<file path="src/rtl/pipe_ctrl_pkg.sv">
// Shared state encodings and command bundle for the pipeline sequencing controller.
// The resolver gives flush (or PC load) precedence over stall on the same target.
package pipe_ctrl_pkg;

  localparam int STATE_W = 3;

  localparam logic [STATE_W-1:0] PCTL_RUN     = 3'd0;
  localparam logic [STATE_W-1:0] PCTL_EX_WAIT = 3'd1;
  localparam logic [STATE_W-1:0] PCTL_DRAIN   = 3'd2;
  localparam logic [STATE_W-1:0] PCTL_HELD    = 3'd3;
  localparam logic [STATE_W-1:0] PCTL_ABORT   = 3'd4;

  typedef struct packed {
    logic pc_load;
    logic pc_stall;
    logic if_id_stall;
    logic if_id_flush;
    logic id_ex_stall;
    logic id_ex_flush;
  } pctl_cmd_t;

  function automatic pctl_cmd_t resolve_cmd(input pctl_cmd_t raw);
    pctl_cmd_t res;
    res             = raw;
    res.pc_stall    = raw.pc_stall    & ~raw.pc_load;
    res.if_id_stall = raw.if_id_stall & ~raw.if_id_flush;
    res.id_ex_stall = raw.id_ex_stall & ~raw.id_ex_flush;
    return res;
  endfunction

endpackage

</file>
<file path="src/rtl/pipe_ctrl_stall_timer.sv">
// Consecutive-stall counter for the EX watchdog; saturates instead of wrapping.
// expired flags the last permitted stall cycle (cnt == STALL_TIMEOUT-1).
module stall_timer #(
  parameter int STALL_TIMEOUT = 64,
  localparam int CNT_W = $clog2(STALL_TIMEOUT) + 1
) (
  input  logic sys_clk,
  input  logic sys_rst,
  input  logic clear,
  input  logic start,
  input  logic incr,
  output logic expired
);

  logic [CNT_W-1:0] cnt;

  always_ff @(posedge sys_clk or posedge sys_rst) begin
    if (sys_rst) begin
      cnt <= '0;
    end else if (clear) begin
      cnt <= '0;
    end else if (start) begin
      cnt <= CNT_W'(1);
    end else if (incr && (cnt != {CNT_W{1'b1}})) begin
      cnt <= cnt + CNT_W'(1);
    end
  end

  assign expired = (cnt == CNT_W'(STALL_TIMEOUT - 1));

endmodule

</file>
<file path="src/rtl/pipe_ctrl.sv">
// Pipeline sequencing controller: turns redirects, EX stalls and bus holds into
// PC and IF/ID, ID/EX stall/flush commands, with a watchdog bounding EX stalls.
module pipe_ctrl
  import pipe_ctrl_pkg::*;
#(
  parameter int STALL_TIMEOUT = 64
) (
  input  logic        sys_clk,
  input  logic        sys_rst,
  input  logic        jump_en,
  input  logic [31:0] jump_addr,
  input  logic        ex_stall_req,
  input  logic        bus_hold_req,
  output logic        pc_load,
  output logic [31:0] pc_load_addr,
  output logic        pc_stall,
  output logic        if_id_stall,
  output logic        if_id_flush,
  output logic        id_ex_stall,
  output logic        id_ex_flush,
  output logic        bus_hold_ack,
  output logic        stall_err
);

  logic [STATE_W-1:0] state, next_state;
  pctl_cmd_t          raw_cmd, cmd;
  logic               tmr_clear, tmr_start, tmr_incr, tmr_expired, err_set;

  localparam pctl_cmd_t CMD_JUMP  = '{pc_load: 1'b1, if_id_flush: 1'b1, id_ex_flush: 1'b1, default: 1'b0};
  localparam pctl_cmd_t CMD_STALL = '{pc_stall: 1'b1, if_id_stall: 1'b1, id_ex_stall: 1'b1, default: 1'b0};
  // Front end frozen while a bubble is pushed into EX so the EX instruction retires.
  localparam pctl_cmd_t CMD_DRAIN = '{pc_stall: 1'b1, if_id_stall: 1'b1, id_ex_flush: 1'b1, default: 1'b0};

  always_comb begin
    next_state = state;
    raw_cmd    = '0;
    tmr_start  = 1'b0;
    tmr_incr   = 1'b0;
    err_set    = 1'b0;
    case (state)
      PCTL_RUN: begin
        if (jump_en) begin
          raw_cmd    = CMD_JUMP;
          next_state = bus_hold_req ? PCTL_DRAIN : PCTL_RUN;
        end else if (ex_stall_req) begin
          raw_cmd    = CMD_STALL;
          tmr_start  = 1'b1;
          next_state = PCTL_EX_WAIT;
        end else if (bus_hold_req) begin
          next_state = PCTL_DRAIN;
        end
      end
      PCTL_EX_WAIT: begin
        if (ex_stall_req) begin
          raw_cmd = CMD_STALL;
          if (tmr_expired) begin
            err_set    = 1'b1;
            next_state = PCTL_ABORT;
          end else begin
            tmr_incr = 1'b1;
          end
        end else begin
          next_state = bus_hold_req ? PCTL_DRAIN : PCTL_RUN;
        end
      end
      PCTL_DRAIN: begin
        if (jump_en) begin
          raw_cmd    = CMD_JUMP;
          next_state = bus_hold_req ? PCTL_HELD : PCTL_RUN;
        end else if (ex_stall_req) begin
          raw_cmd    = CMD_STALL;
          tmr_start  = 1'b1;
          next_state = PCTL_EX_WAIT;
        end else begin
          raw_cmd    = CMD_DRAIN;
          next_state = bus_hold_req ? PCTL_HELD : PCTL_RUN;
        end
      end
      PCTL_HELD: begin
        raw_cmd = CMD_DRAIN;
        if (!bus_hold_req) next_state = PCTL_RUN;
      end
      PCTL_ABORT: begin
        if (!ex_stall_req) next_state = PCTL_RUN;
      end
      default: next_state = PCTL_RUN;
    endcase
  end

  assign tmr_clear = (next_state == PCTL_RUN);
  assign cmd       = resolve_cmd(raw_cmd);

  always_ff @(posedge sys_clk or posedge sys_rst) begin
    if (sys_rst) begin
      state        <= PCTL_RUN;
      bus_hold_ack <= 1'b0;
      stall_err    <= 1'b0;
    end else begin
      state        <= next_state;
      bus_hold_ack <= (next_state == PCTL_HELD);
      stall_err    <= err_set;
    end
  end

  stall_timer #(
    .STALL_TIMEOUT(STALL_TIMEOUT)
  ) u_stall_timer (
    .sys_clk (sys_clk),
    .sys_rst (sys_rst),
    .clear   (tmr_clear),
    .start   (tmr_start),
    .incr    (tmr_incr),
    .expired (tmr_expired)
  );

  assign pc_load      = cmd.pc_load;
  assign pc_load_addr = cmd.pc_load ? jump_addr : 32'd0;
  assign pc_stall     = cmd.pc_stall;
  assign if_id_stall  = cmd.if_id_stall;
  assign if_id_flush  = cmd.if_id_flush;
  assign id_ex_stall  = cmd.id_ex_stall;
  assign id_ex_flush  = cmd.id_ex_flush;

endmodule

</file>
<file path="config.mk">
export PLATFORM = sky130hd
export DESIGN_NAME = pipe_ctrl
export DESIGN_NICKNAME = d
export VERILOG_FILES = /design/src/rtl/pipe_ctrl_pkg.sv /design/src/rtl/pipe_ctrl_stall_timer.sv /design/src/rtl/pipe_ctrl.sv
export SDC_FILE = /design/constraint.sdc
export NUM_CORES = 1
export LEC_CHECK = 0
export ABC_AREA = 1
export ABC_CLOCK_PERIOD_IN_PS = 1700
export CORE_MARGIN = 2
export CORE_UTILIZATION = 61
export CTS_CLUSTER_SIZE = 10
export DETAILED_ROUTE_END_ITERATION = 16
export DONT_BUFFER_PORTS = 1
export GPL_TIMING_DRIVEN = 0
export PLACE_DENSITY = 0.87
export SYNTH_ARGS = -nofsm -noshare
export SYNTH_HDL_FRONTEND = slang
export SYNTH_SLANG_ARGS = --single-unit
export TNS_END_PERCENT = 10
</file>
<file path="constraint.sdc">
create_clock -name sys_clk -period 1.7 [get_ports sys_clk]
set_clock_uncertainty 0.1 [all_clocks]
set_input_delay 0.425 -clock sys_clk [delete_from_list [all_inputs] [get_ports sys_clk]]
set_output_delay 0.425 -clock sys_clk [all_outputs]
set_load 0.05 [all_outputs]
</file>
==> key figures, run 1 <==
CTS
  – Post-CTS Setup Inserts: 5
  – CTS root buffer: clkbuf_4
  – CTS resizes: 7
  – CTS buffer count: 3
  – Clock Path Buffers: 2
  – Clock sinks: 12
  – Hold_buf cts: 1
  – H-tree lvl count: 1

Logic synthesis
  – Count leader, synth: nor2_1
  – Mapped Nets: 213
  – Leading area contributor after synthesis: dfrtp_1
  – Asr flop ratio synth: 1.00
  – Yosys warns: 0
  – Primary FF master, synth: dfrtp_1
  – Yosys top cell area share: 0.289
  – Register area share after synthesis: 0.289
  – Synth area leaders: dfrtp_1 29%, nor2_1 19%, inv_1 18%
  – Synth cell types: 20
  – EDFF count, synth: 0
  – Seq cells post-synth: 12
  – Netlist Area Pre-Place: 1040 um^2
  – Mean post-synth cell area: 5.93 um^2
  – Top cells by count, synth: 53 x nor2_1, 49 x inv_1, 30 x nand2_1
  – Mapped Cells: 175

Placement
  – DPL Wire Length: 2210 um
  – Port Buffer Count: 0
  – Placed cell count: 191
  – Routability Congestion: 0.822

Die
  – Die width: 45.3 um
  – Placement Rows: 14
  – Die Ht: 45.3 um
  – Ports: 77
  – Starting density of the core: 0.666

Run status
  – Outcome: aborted with a tool error
  – Run Error: [ERROR DPL-0033] detailed placement checks failed during check placement.
  – Stopping stage: clock tree synthesis
-- per-stage QoR --
| step | area (um^2) | hold WS [ns] | setup TNS [ns] | setup slack [ns] | util |
|---|---|---|---|---|---|
| after floorplan | 1350 | 0.190 | -11.60 | -0.359 | - |
| after global placement | 1370 | 0.238 | -13.81 | -0.421 | 0.878 |
| after detailed placement | 1370 | 0.239 | -14.51 | -0.442 | 0.878 |
-- cell families after synthesis --
| kind of cell | Yosys count | share of synthesized area |
|---|---|---|
| AOI/OAI and AO/OA | 7 | 0.0530 |
| buffers and inverters | 55 | 0.217 |
| xor gates and xnor gates | 3 | 0.0253 |
| DFF | 12 | 0.289 |
| and+or+nand+nor | 97 | 0.404 |
| adders and majority gates | 1 | 0.0120 |
==> inputs of run 2 (changes only) <==
--- a/config.mk
+++ b/config.mk
@@ -7,13 +7,12 @@
 export LEC_CHECK = 0
 export ABC_AREA = 1
 export ABC_CLOCK_PERIOD_IN_PS = 1700
-export CORE_MARGIN = 2
-export CORE_UTILIZATION = 61
-export CTS_CLUSTER_SIZE = 10
+export CORE_AREA = 2 2 63 65
 export DETAILED_ROUTE_END_ITERATION = 16
+export DIE_AREA = 0 0 65 67
 export DONT_BUFFER_PORTS = 1
 export GPL_TIMING_DRIVEN = 0
-export PLACE_DENSITY = 0.87
+export PLACE_DENSITY_LB_ADDON = 0.15
 export SYNTH_ARGS = -nofsm -noshare
 export SYNTH_HDL_FRONTEND = slang
 export SYNTH_SLANG_ARGS = --single-unit
==> key figures, run 2 <==
Timing
  – Setup violators final: 37
  – Setup WS post-layout: -0.547 ns
  – Worst slew pin tran: 0.673 ns
  – Final hold slack: -0.0114 ns
  – Pins over their slew limit: 0
  – Slew headroom: 0.551
  – Hold Violations, Final: 12
  – FMAX: 0.445 GHz
  – Unrepaired setup endpoints after global routing: true
  – Fin crit period: 2.25 ns
  – Final period util: 1.32

Route
  – Pre-Repair DR Iteration Count: 4
  – Routed WL per cell: 11.1 um
  – Via count: 1034
  – Antenna Nets Post-Route: 0
  – DRC violations left: 0
  – Vias/cell: 4.46
  – DR iter-0 viols: 20
  – Drt total wl: 2570 um

Layout
  – Most frequent cells in the layout: 47 x inv_1, 35 x nor2_4, 26 x nand2_1, 18 x nor2_1, 11 x dfrtp_1
  – Most common cell after layout, fill and taps aside: inv_1
  – # diodes: 0
  – Fin area: 1600 um^2
  – Nets@finish: 223
  – Largest register FFs: 7
  – Top flop regs: u_stall_timer.cnt x7, state x3
  – Layout cell share with drive strength beyond 1: 0.386
  – Area growth syn-to-layout: 54.2%
  – Reg with most FFs: u_stall_timer.cnt

Pwr
  – Worst vdd ir: 1.07 mV
  – Leak: 0.778 nW
  – Power Density: 1520 nW/um^2

Die
  – Ports: 77
  – Die Ht: 67 um
  – Placement Rows: 22
  – Starting density of the core: 0.288
  – Core area: 3610 um^2
  – Die area: 4360 um^2
  – Die width: 65 um

CTS
  – Clock Path Buffers: 2
  – H-tree lvl count: 1
  – CTS root buffer: clkbuf_8
  – CTS clk-pin slew, worst paths: 0.05 ns
  – CTS buffer count: 3
  – CTS tree: built
  – Clk_lat worst skew: 0.24 ns
  – Clock sinks: 12

Logic synthesis
  – Mapped Cells: 175
  – Leading area contributor after synthesis: dfrtp_1
  – Seq cells post-synth: 12
  – Asr flop ratio synth: 1.00
  – Mean post-synth cell area: 5.93 um^2
  – Count leader, synth: nor2_1
  – Netlist Area Pre-Place: 1040 um^2
  – Register area share after synthesis: 0.289
  – Primary FF master, synth: dfrtp_1
  – Mapped Nets: 213
  – Synth area leaders: dfrtp_1 29%, nor2_1 19%, inv_1 18%
  – EDFF count, synth: 0
  – Top cells by count, synth: 53 x nor2_1, 49 x inv_1, 30 x nand2_1
  – Yosys warns: 0
  – Yosys top cell area share: 0.289
  – Synth cell types: 20

Global routing
  – GR Overflow Total: 0
  – GRT met2 Usage: 0.216
  – Met3 Usage GRT: 0.0490
  – M1 GR Usage: 0.131
  – Vias in the first global route: 955
  – First-pass GRT wire length: 4080 um
  – Initial antenna violation count: 0
  – Total GRT Usage: 0.118
  – Largest net degree at the start of global routing: 13
  – GR peak layer: met2

Worst setup path
  – Crit path launch type: flip-flop
  – Worst Path Arrival: 1.72 ns
  – CP max FO: 10
  – Critical path type: reg2out
  – Crit path capture type: output port
  – Worst EP required: 1.17 ns

Placement
  – Placed Area: 1410 um^2
  – Routability Congestion: 0.876
  – Port Buffer Count: 0
  – DPL Wire Length: 2150 um

Hold path
  – Hold crit path type: in2async

Run status
  – Failing checks: hold timing, setup timing
  – Outcome: finished with violations

Flow run
  – Max-Cap Viols: 0
run 2: cell counts after synthesis:
No cell type changed its count.
run 2: per-stage QoR:
| step | TNS (ns) | util | power [mW] | setup slack, ns | instances |
|---|---|---|---|---|---|
| floorplan | -11.60 | - | 1.83 | -0.359 | 175 |
| global placement | -14.95 | 0.391 | 1.95 | -0.452 | 223 |
| detailed placement | -15.00 | 0.391 | 1.95 | -0.455 | 223 |
| CTS | -19.44 | 0.436 | 2.41 | -0.573 | 232 |
| global route | -21.61 | 0.444 | 2.56 | -0.632 | 232 |
| finish | -18.50 | 0.444 | 2.43 | -0.547 | 232 |
run 2: path summary, 6_finish.rpt:
path                                                   from                               end  slack [ns]  cells after the start
min in group sys_clk                           bus_hold_req            bus_hold_ack$_DFF_PP0_        0.27                      2
max                                      state[0]$_DFF_PP0_                  pc_load_addr[26]       -0.55                      6
min reg2reg                u_stall_timer.cnt[6]$_DFFE_PP0P_  u_stall_timer.cnt[6]$_DFFE_PP0P_        0.42                      2
max reg2reg                              state[2]$_DFF_PP0_  u_stall_timer.cnt[5]$_DFFE_PP0P_        0.05                     11
min                                                 sys_rst  u_stall_timer.cnt[5]$_DFFE_PP0P_       -0.01                      1
max in group asynchronous                           sys_rst                state[1]$_DFF_PP0_        1.15                      1
run 2: cell type report:
class                           count  area [um^2]
Fill cell                         336         2000
Multi-Input combinational cell    108          836
Sequential cell                    12          302
Inverter                           49          189
Buffer                              6         90.1
Timing Repair Buffer                5         70.1
Tap cell                           48         60.1
Clock buffer                        4         55.1
run 2: power by group:
| part | switching (mW) | leakage, nW | internal, mW |
|---|---|---|---|
| Combinational | 1.23 | 0.589 | 0.470 |
| Clock | 0.103 | 0.0288 | 0.204 |
| Sequential | 0.0845 | 0.161 | 0.334 |
run 2: worst max-delay path, cell delays in order, from the launching register on:
cell and delay [ns]:
dfrtp_1 0.38, inv_2 0.08, nand2_4 0.06, nor2_4 0.35, inv_6 0.13, buf_12 0.19, nor2_4 0.28
run 2: kinds of logic (layout without fill, tap and decap cells):
family,count (synthesis),in the layout,synth area share
adders and majority gates,1,1,0.0120
DFF,12,12,0.289
buffers and inverters,55,64,0.217
AOI/OAI and AO/OA,7,7,0.0530
and+or+nand+nor,97,97,0.404
xor gates and xnor gates,3,3,0.0253
run 2: metal layers:
layer,up-vias,part of all wire
li1,508,-
met1,467,0.39
met2,59,0.50
met3,0,0.11
met4,0,0
met5,-,0
run 2: what timing repair did:
action / 4_1_cts / 5_1_grt
endpoints found under the setup margin: 38 / 45
pin swaps: 9 / 6
endpoints found under the hold margin: 0 / 0
gates cloned: 1 / 0
gates resized for setup: 9 / 8
setup buffers: 4 / 0
hold buffers: 0 / 0
(Power assumes the default switching activity.)
==> inputs of run 3 (changes only) <==
--- a/config.mk
+++ b/config.mk
@@ -6,7 +6,7 @@
 export NUM_CORES = 1
 export LEC_CHECK = 0
 export ABC_AREA = 1
-export ABC_CLOCK_PERIOD_IN_PS = 1700
+export ABC_CLOCK_PERIOD_IN_PS = 2120
 export CORE_AREA = 2 2 63 65
 export DETAILED_ROUTE_END_ITERATION = 16
 export DIE_AREA = 0 0 65 67
==> constraint.sdc (replaced) <==
create_clock -name sys_clk -period 2.12 [get_ports sys_clk]
set_clock_uncertainty 0.1 [all_clocks]
set_input_delay 0.53 -clock sys_clk [delete_from_list [all_inputs] [get_ports sys_clk]]
set_output_delay 0.53 -clock sys_clk [all_outputs]
set_load 0.05 [all_outputs]
==> key figures, run 3 (synthesis gave the netlist of run 2 again) <==
Run status
  – Outcome: finished with violations
  – Failing checks: setup timing

CTS
  – Hold_buf cts: 0
  – Clk_lat worst skew: 0.25 ns
  – Clock Path Buffers: 2
  – CTS buffer count: 3
  – H-tree lvl count: 1
  – CTS tree: built
  – CTS root buffer: clkbuf_8
  – CTS clk-pin slew, worst paths: 0.06 ns
  – Clock sinks: 12

Global routing
  – Largest net degree at the start of global routing: 13
  – Met3 Usage GRT: 0.0270
  – GR peak layer: met2
  – Initial antenna violation count: 0
  – GRT met2 Usage: 0.256
  – M1 GR Usage: 0.137
  – GR Overflow Total: 0
  – First-pass GRT wire length: 4380 um
  – Total GRT Usage: 0.131
  – Vias in the first global route: 990

Layout
  – Most frequent cells in the layout: 46 x inv_1, 33 x nor2_4, 29 x nand2_1, 20 x nor2_1, 11 x dfrtp_1
  – Most common cell after layout, fill and taps aside: inv_1
  – Layout Cells excl Fill: 236
  – Largest register FFs: 7
  – Layout cell share with drive strength beyond 1: 0.372
  – Reg with most FFs: u_stall_timer.cnt
  – # diodes: 0
  – Nets@finish: 228
  – Top flop regs: u_stall_timer.cnt x7, state x3
  – Area growth syn-to-layout: 58.1%

Flow run
  – Max-Cap Viols: 0

Route
  – Via count: 1069
  – Vias/cell: 4.53
  – Antenna Nets Post-Route: 0
  – Pre-Repair DR Iteration Count: 4
  – Drt total wl: 2910 um
  – Routed WL per cell: 12.3 um
  – DR iter-0 viols: 22
  – DRC violations left: 0

Die
  – Die width: 65 um
  – Placement Rows: 22
  – Die area: 4360 um^2
  – Starting density of the core: 0.288
  – Die Ht: 67 um
  – Core area: 3610 um^2
  – Ports: 77

Timing
  – FMAX: 0.416 GHz
  – Setup WS post-layout: -0.287 ns
  – Worst slew pin tran: 0.668 ns
  – Unrepaired setup endpoints after global routing: true
  – Setup violators final: 33
  – Slew headroom: 0.554
  – Fin crit period: 2.41 ns
  – Pins over their slew limit: 0
  – Final period util: 1.14
  – Hold Violations, Final: 0
  – Final hold slack: 0.0825 ns

Worst setup path
  – Worst EP required: 1.49 ns
  – Crit path launch type: flip-flop
  – CP max stage cell: dfrtp_1
  – Worst Path Arrival: 1.78 ns
  – CP cell instances: inv_2 -> nand2_4 -> nor2_4 -> inv_4 -> buf_12 -> buf_16 -> nor2_4
  – CP top delay family: simple AND/OR/NAND/NOR gates
  – WP buf/inv: 4
  – Worst path max stage delay: 0.39 ns
  – Cell mode on critical path: nor2_4
  – R2R depth: 8
  – Critical path type: reg2out
  – R2r startpoint: u_stall_timer.cnt[0]$_DFFE_PP0P_
  – Worst r2r dst: u_stall_timer.cnt[1]$_DFFE_PP0P_
  – Setup slack, reg-to-reg: 0.43 ns
  – CP max FO: 7
  – Crit path capture type: output port

Pwr
  – Power Density: 1220 nW/um^2
  – NetSw: 1.14 mW
  – Switching share of total power: 0.572
  – Total power: 2.00 mW
  – Pint: 855 uW
  – Worst vdd ir: 0.451 mV
  – Comb power frac: 0.726
  – Clock power share: 0.107
  – Leak: 0.823 nW
  – Flop pwr share: 0.168

Placement
  – DPL Wire Length: 2060 um
  – Port Buffer Count: 0
  – Routability Congestion: 0.761
  – Placed cell count: 223

Hold path
  – Hold crit path type: in2async
## run 3: timing repair
action | 4_1_cts | 5_1_grt
pin swaps | 7 | 8
buffers inserted | 6 | 1
endpoints found under the setup margin | 37 | 36
resized for setup | 46 | 3
cloned | 2 | 1
## run 3: stage by stage
step / setup WS [ns] / cell area (um^2) / setup TNS (ns) / util
finish: -0.287 / 1640 / -8.64 / 0.455
floorplan: -0.211 / 1160 / -5.38 / -
global route: -0.352 / 1640 / -10.57 / 0.455
global placement: -0.308 / 1220 / -8.33 / 0.338
detailed placement: -0.316 / 1220 / -8.55 / 0.338
CTS: -0.284 / 1600 / -8.70 / 0.443
## run 3: cell type report
class	instances	area (um^2)
fillers	353	1960
plain buffers	6	97.6
repair buffers	10	154
inverters	49	186
multi-input cells	108	801
flip-flops and latches	12	302
clock buffers	3	41.3
well taps	48	60.1
## run 3: routing by layer
| metal | part of all wire | up-vias |
|---|---|---|
| li1 | - | 520 |
| met1 | 0.37 | 491 |
| met2 | 0.54 | 55 |
| met3 | 0.080 | 3 |
| met4 | 0.013 | 0 |
| met5 | 0 | - |
## run 3: worst reg2reg max path, stage by stage (launching register included)
cell,delay (ns)
dfrtp_1,0.38
ha_1,0.21
nand3_1,0.11
nor2_1,0.17
nor2_1,0.06
nor2_1,0.15
nand2_1,0.12
o21bai_4,0.20
nor2_1,0.06
## run 3: worst max-delay path by stage
stage	from	end	slack [ns]	cells past startpoint
floorplan	ex_stall_req	pc_stall	-0.21	3
global placement	state[0]$_DFF_PP0_	pc_load_addr[21]	-0.31	6
detailed placement	state[0]$_DFF_PP0_	pc_load_addr[21]	-0.32	6
CTS	state[0]$_DFF_PP0_	pc_load_addr[15]	-0.28	7
global route	state[0]$_DFF_PP0_	pc_load_addr[17]	-0.35	7
finish	state[0]$_DFF_PP0_	pc_load_addr[17]	-0.29	7
## run 3: power groups by stage
stage | clock, mW | sequential, mW | combinational (mW)
final | 0.213 | 0.335 | 1.45
after global routing | 0.229 | 0.339 | 1.53
after CTS | 0.221 | 0.332 | 1.40
after detailed placement | 0 | 0.339 | 1.07
after global placement | 0 | 0.337 | 1.07
after floorplan | 0 | 0.327 | 0.988
